==> config.mk <==
export PLATFORM = sky130hd
export DESIGN_NAME = pulse_period_checker_interval_counter
export DESIGN_NICKNAME = d
export VERILOG_FILES = /design/src/rtl/pulse_period_checker_pkg.sv /design/src/rtl/pulse_period_checker_interval_counter.sv
export SDC_FILE = /design/constraint.sdc
export NUM_CORES = 1
export LEC_CHECK = 0
export ABC_AREA = 0
export CORE_MARGIN = 1.5
export CORE_UTILIZATION = 30
export DETAILED_ROUTE_END_ITERATION = 12
export MAX_ROUTING_LAYER = met4
export PLACE_DENSITY = 0.63
export SYNTH_ARGS = -nofsm -noshare
export SYNTH_HDL_FRONTEND = slang
export SYNTH_SLANG_ARGS = --single-unit
==> constraint.sdc <==
create_clock -name clk_i -period 1.9 [get_ports clk_i]
set_input_delay 0.38 -clock clk_i [delete_from_list [all_inputs] [get_ports clk_i]]
set_output_delay 0.38 -clock clk_i [all_outputs]
set_load 0.03 [all_outputs]
==> src/rtl/pulse_period_checker_pkg.sv <==
// -----------------------------------------------------------------------------
// pulse_period_checker_pkg
// Shared definitions for the pulse period checker:
//   - state_e        : FSM state encoding (SEARCH / TRACK / LOCKED)
//   - *_DEF          : default PERIOD, LOCK_COUNT and CNT_W parameter values
//   - ERR_W          : width of the saturating error counter
//   - err_count_next : next value of the saturating error counter
// -----------------------------------------------------------------------------
package pulse_period_checker_pkg;

    typedef enum logic [1:0] {
        SEARCH = 2'd0,
        TRACK  = 2'd1,
        LOCKED = 2'd2
    } state_e;

    localparam int PERIOD_DEF     = 129;
    localparam int LOCK_COUNT_DEF = 4;
    localparam int CNT_W_DEF      = 8;
    localparam int ERR_W          = 8;

    // A clear wins over the held count, but an error in the clearing cycle
    // still counts as the first error of the fresh window.
    function automatic logic [ERR_W-1:0] err_count_next(
        input logic [ERR_W-1:0] cur,
        input logic             err,
        input logic             clr
    );
        logic [ERR_W-1:0] nxt;
        if (clr) begin
            nxt = err ? 8'h01 : 8'h00;
        end else if (err && (cur != 8'hFF)) begin
            nxt = cur + 8'h01;
        end else begin
            nxt = cur;
        end
        return nxt;
    endfunction

endpackage

==> src/rtl/pulse_period_checker_interval_counter.sv <==
// -----------------------------------------------------------------------------
// pulse_period_checker_interval_counter
// Counts ce-qualified cycles since the last pulse event and presents the
// interval that would be measured if an event arrived now.
// Ports:
//   clk_i    in   clock, rising edge
//   reset_i  in   synchronous active-high reset
//   ce_i     in   clock enable; counting only advances on ce cycles
//   restart  in   pulse event; clears the count
//   m        out  measured interval cnt+1, saturating at 2^CNT_W-1
// -----------------------------------------------------------------------------
module pulse_period_checker_interval_counter
    import pulse_period_checker_pkg::*;
#(
    parameter int CNT_W = CNT_W_DEF
) (
    input  logic             clk_i,
    input  logic             reset_i,
    input  logic             ce_i,
    input  logic             restart,
    output logic [CNT_W-1:0] m
);

    localparam logic [CNT_W-1:0] CNT_MAX = {CNT_W{1'b1}};

    logic [CNT_W-1:0] cnt_r;

    // Interval count: restart on an event, otherwise saturating ce count.
    always_ff @(posedge clk_i) begin
        if (reset_i) begin
            cnt_r <= {CNT_W{1'b0}};
        end else if (restart) begin
            cnt_r <= {CNT_W{1'b0}};
        end else if (ce_i && (cnt_r != CNT_MAX)) begin
            cnt_r <= cnt_r + CNT_W'(1);
        end else begin
            cnt_r <= cnt_r;
        end
    end

    assign m = (cnt_r == CNT_MAX) ? CNT_MAX : (cnt_r + CNT_W'(1));

endmodule

==> results of run 1 <==
==> cells by family after synthesis <==
kind of cell             count (synthesis)  share of synthesized area, %
AO/OA/AOI/OAI                           12                          14.2
AND/OR/NAND/NOR                         36                          34.3
buffers and inverters                    4                          4.51
multiplexers                             6                          11.1
XOR/XNOR                                 3                          4.74
adder cells (fa/ha/maj)                  1                          2.26
flip-flops                               8                          28.9
==> what timing repair did <==
item | CTS | global route
hold buffers | 0 | 0
gates resized for setup | 1 | 5
endpoints found under the setup margin | 6 | 8
hold endpoints to repair | 0 | 0
==> power by group <==
group	internal (mW)	switching, mW	total [mW]
combinational	0.0185	0.0204	0.0389
sequential	0.169	0.00153	0.171
clock	0.0726	0.0620	0.135
==> worst max-delay path, stage by stage (launching register included) <==
cell     delay (ns)
dfxtp_1        0.38
buf_4          0.17
nand2_1        0.06
or3_1          0.34
nand3_1        0.09
buf_4          0.16
==> worst max path at each step <==
stage	start	endpoint	slack, ns	depth (start not counted)
3_5_place_dp	ce_i	cnt_r[7]	0.23	4
3_3_place_gp	cnt_r[0]	m[5]	0.27	5
2_1_floorplan	cnt_r[0]	m[7]	0.15	4
5_1_grt	cnt_r[0]	m[7]	0.009	5
4_1_cts	cnt_r[3]	m[6]	0.04	4
6_report	cnt_r[0]	m[5]	0.08	5
==> layer usage <==
| metal | share of wire (%) | GRT usage (%) | wire length [um] |
|---|---|---|---|
| met2 | 47 | 24.4 | 636 |
| met3 | 3.1 | 1.19 | 42 |
| met5 | 0 | - | 0 |
| met1 | 47 | 18.0 | 631 |
| met4 | 2.5 | 8.57 | 34 |
==> cell type report <==
type / instances / share of cell area [%]
clock buffers: 3 / 3.06
multi-input cells: 58 / 52.0
flip-flops and latches: 8 / 22.3
well taps: 25 / 4.25
repair buffers: 17 / 18.4
==> placed cells by master (no fill, tap or decap), types with 3 or more instances in the layout <==
cell / instances
a21oi_1: 5
and3_1: 4
buf_4: 14
clkbuf_4: 3
clkdlybuf4s50_1: 3
dfxtp_1: 5
dfxtp_2: 3
mux2i_1: 5
nand2_1: 12
nand3_1: 6
or3_1: 4
==> metrics by stage <==
step	worst slack [ns]	total power, mW	hold slack, ns	instances	util (%)
floorplan	0.153	0.191	0.456	70	-
global placement	0.269	0.211	0.471	108	40.3
detailed placement	0.229	0.212	0.483	108	40.3
global route	0.00879	0.359	0.514	111	42.6
CTS	0.0413	0.342	0.491	111	41.7
finish	0.0845	0.344	0.488	111	42.6
==> metrics.txt, run 1 <==
status=completed; Regs by FF count=cnt_r x8; area share of the largest cell type after synthesis=28.9%; clock period minus worst slack=1.82 ns; footprint of the multi-input gates=383 sq um; gr usage total=between 10% and 20%; crit-path max FO=7; via count=572; Final Wtd Congestion=0.853; Layout area overhead=32.7%; worst-skew pair later-pin latency=~0.26 ns; Die Wd=46.0 um; Rows=15; register area=164 sq um; critical path class=reg2out; CTS clk-pin slew, worst paths=0.06 ns; Placed Area=696 sq um; Max Cap Violations=0; Pleak=0.315 nW; IO buf count=11; flop2flop setup slack=0.46 ns; startpoint types=flop; cells on worst reg2reg path=5; FF+latch count, synth=8; Worst Tran Pin Value=0.247 ns; CTS root buffer=clkbuf_4; Synth Flop Type=dfxtp_1; DP Wirelength=1010 um; gr ovfl total=0; largest reg by FF count=cnt_r; layout cells sized above 1=30.2%; DR iter-0 viols=13; CTS H-Tree Depth=1; asr flop ratio synth=0%; CTS tree=done; vias in the first global route=498; Worst IR Drop VDD=0.204 mV; DRC violations left=0; Vias/cell=5.15; RR Endpoint=cnt_r[5]; clock sinks=8; syn avg cell area=7.92 sq um; hold path endpoint=cnt_r[6]; drt wl/cell=12.1 um; maximum root-to-sink buffer count=2; top cells by count, synth=12 x nand2_1, 8 x dfxtp_1, 6 x nand3_1, 5 x a21oi_1, 5 x mux2i_1; mapped cell area=554 sq um; first-pass GRT wire length=2260 um; final hold violations=0; fin crit share=95.6%; Pins Over Slew Limit=0; DR pass1 iterations=4; Power Density=468 nW/um^2; CP required=approximately 1.5 ns; antenna violations before repair=0; Initial Util=32.1%; Syn Nets=75; Routed Antenna Nets=0; post-synthesis cell count=70; n_diodes=0; cell taking the most area after synthesis=dfxtp_1; Rel. slew slack=between 80% and 90%; top post-synthesis cells by area=dfxtp_1 29%, mux2i_1 9.0%, nand2_1 8.1%; WP data arrival=1.44 ns; number of enable flip-flop cells after synthesis=0; Synth Warn #=0; post-route cell area=736 sq um; most frequent cell after synthesis=nand2_1; RSZ-0062 raised after global routing=false; CTS Buf Count=3; I/O pin cnt=12; final setup fails=0; final net count=93; Fmax=551 MHz; filler instances=180; core area=between 1500 and 2000 sq um; Hold Path Class=reg2reg; min-delay src=cnt_r[6]; largest net degree at the start of global routing=10; clock skew=0.00725 ns; Die Area=2110 sq um; WL final=1340 um; Crit. End Element=output port; Distinct cells, synth=24; max FFs per register=8; height of the die=46.0 um; Seq/Total Area, Yosys=28.9%; Post CTS Setup Buffer Count=0; reg2reg start=cnt_r[0]; Setup TNS Final=0 ns; worst hold stages=2
Note: power is estimated with default switching activity, not from simulation.
==> run 2: changes to the inputs <==
--- a/config.mk
+++ b/config.mk
@@ -11,6 +11,7 @@
 export DETAILED_ROUTE_END_ITERATION = 12
 export MAX_ROUTING_LAYER = met4
 export PLACE_DENSITY = 0.63
+export SKIP_CTS_REPAIR_TIMING = 1
 export SYNTH_ARGS = -nofsm -noshare
 export SYNTH_HDL_FRONTEND = slang
 export SYNTH_SLANG_ARGS = --single-unit
==> run 2 against run 1 <==
Compared with the run above:
- register-to-register slack about the same
- non-clock buffer count is the same
- clock skew stayed put
- global-route usage is 0.083 points lower
- clock power about the same
- die area did not move
- total power about the same
- cell area unchanged
- flip-flop and latch count is the same
- critical path type unchanged
==> metrics.txt, run 2 (synthesis gave the netlist of run 1 again) <==
status=completed; worst-skew pair later-pin latency=0.26 ns (about the same); Vias/cell=5.15 (unchanged); core area=1730 sq um (unchanged); met1 global-route usage=18.0% (unchanged); Psw=0.0840 mW (about the same); CP dominant cell by count=buf_4; startpoint types=flop; IO buf count=11 (unchanged); Worst path max stage delay=0.38 ns (about the same); DRC violations left=0 (unchanged); Rows=15 (unchanged); crit path buf inv count=2 (unchanged); crit-path cells=buf_4 > nand2_1 > or3_1 > nand3_1 > buf_4; Rel. slew slack=83.4% (about the same); n_diodes=0 (unchanged); Combinational Power Share=11.3% (about the same); crit-path max FO=7 (unchanged); DR pass1 iterations=4 (unchanged); fin crit share=95.5% (about the same); Layout area overhead=32.7% (unchanged); Reg power frac=49.6% (about the same); Final Worst Setup Slack=0.0849 ns (+0.000409 ns); commonest non-fill, non-tap cells in the layout=14 x buf_4, 12 x nand2_1, 6 x nand3_1; Die Wd=46.0 um (unchanged); largest net degree at the start of global routing=10 (unchanged); Most Crowded Layer GR=met2; Pint=0.260 mW (about the same); clock skew=0.00725 ns (unchanged); vias in the first global route=492 (-1.2%); CP required=1.52 ns (about the same); CTS Buf Count=3 (unchanged); DP Wirelength=1010 um (unchanged); via count=572 (unchanged); Hold Path Class=reg2reg; Max Cap Violations=0 (unchanged); Regs by FF count=cnt_r x8; final hold violations=0 (unchanged); Final Util=42.6% (unchanged); Routed Antenna Nets=0 (unchanged); gr ovfl total=0 (unchanged); CTS root buffer=clkbuf_4; final setup fails=0 (unchanged); Worst IR Drop VDD=0.204 mV (about the same); Fmax=551 MHz (about the same); fraction of power spent switching nets=24.4% (about the same); routing usage on met3=1.19% (unchanged); CTS clk-pin slew, worst paths=0.06 ns (about the same); Slowest cell on crit path=dfxtp_1; Pleak=0.315 nW (unchanged); layout cells sized above 1=30.2% (unchanged); max FFs per register=8 (unchanged); clock network fraction of design power=39.1% (about the same); drt wl/cell=12.2 um (+1.0%); gr usage total=15.0% (-0.083 points); antenna violations before repair=0 (unchanged); Die Area=2110 sq um (unchanged); CTS H-Tree Depth=1 (unchanged); first-pass GRT wire length=2240 um (-0.62%); Pins Over Slew Limit=0 (unchanged); Worst Tran Pin Value=0.247 ns (-0.00000525 ns); Top delay family on crit path=simple AND/OR/NAND/NOR gates; RSZ-0062 raised after global routing=false; I/O pin cnt=12 (unchanged); DR iter-0 viols=13 (unchanged); Power Density=468 nW/um^2 (about the same); Crit. End Element=output port; pre-CTS worst setup slack=0.229 ns (unchanged); maximum root-to-sink buffer count=2 (unchanged); Final Wtd Congestion=0.853 (unchanged); WP data arrival=1.44 ns (about the same); critical path class=reg2out; clock sinks=8 (unchanged); height of the die=46.0 um (unchanged); clock period minus worst slack=1.82 ns (-0.000409 ns); commonest non-fill, non-tap cell in the layout=buf_4; largest reg by FF count=cnt_r; CTS tree=done; WL final=1360 um (+1.0%); met2 Use GR=24.2% (-0.28 points); filler instances=183 (+1.7%); Initial Util=32.1% (unchanged); final net count=93 (unchanged)
## run 2: stage by stage
stage	hold WS (ns)	total power [mW]	setup TNS, ns	cell area [sq um]	instances
2_1_floorplan	0.456	0.191	0	554	70
3_3_place_gp	0.471	0.211	0	696	108
3_5_place_dp	0.483	0.212	0	696	108
4_1_cts	0.491	0.342	-0.0766	718	111
5_1_grt	0.514	0.359	0	736	111
6_report	0.488	0.344	0	736	111
## run 2: path summary, 6_finish.rpt
check        startpoint        to  slack [ns]  cells past startpoint
min            cnt_r[6]  cnt_r[6]        0.49                      2
max            cnt_r[0]      m[5]        0.08                      5
min reg2reg    cnt_r[6]  cnt_r[6]        0.49                      2
max reg2reg    cnt_r[1]  cnt_r[5]        0.46                      5
## run 2: area by class of cell
class / instances / area (sq um) / share of cell area, %
multi-input combinational: 58 / 383 / 52.0
sequential: 8 / 164 / 22.3
timing repair buffer: 17 / 135 / 18.4
tap: 25 / 31.3 / 4.25
clock buffer: 3 / 22.5 / 3.06
## run 2: worst register-to-register path, stage by stage (launching register included)
cell and delay (ns):
dfxtp_1 0.33, ha_4 0.20, and3_1 0.21, buf_4 0.15, a211oi_2 0.24, mux2i_1 0.23
## run 2: power groups by stage
stage | combinational [mW] | sequential (mW) | clock (mW)
final | 0.0390 | 0.171 | 0.135
after CTS | 0.0382 | 0.170 | 0.134
after global routing | 0.0418 | 0.171 | 0.146
after global placement | 0.0379 | 0.174 | 0
after floorplan | 0.0164 | 0.175 | 0
after detailed placement | 0.0380 | 0.174 | 0
## run 2: metal layers
metal	vias up	share of wire (%)
li1	291	-
met1	260	47
met2	17	47
met3	4	3.1
met4	0	2.5
met5	-	0
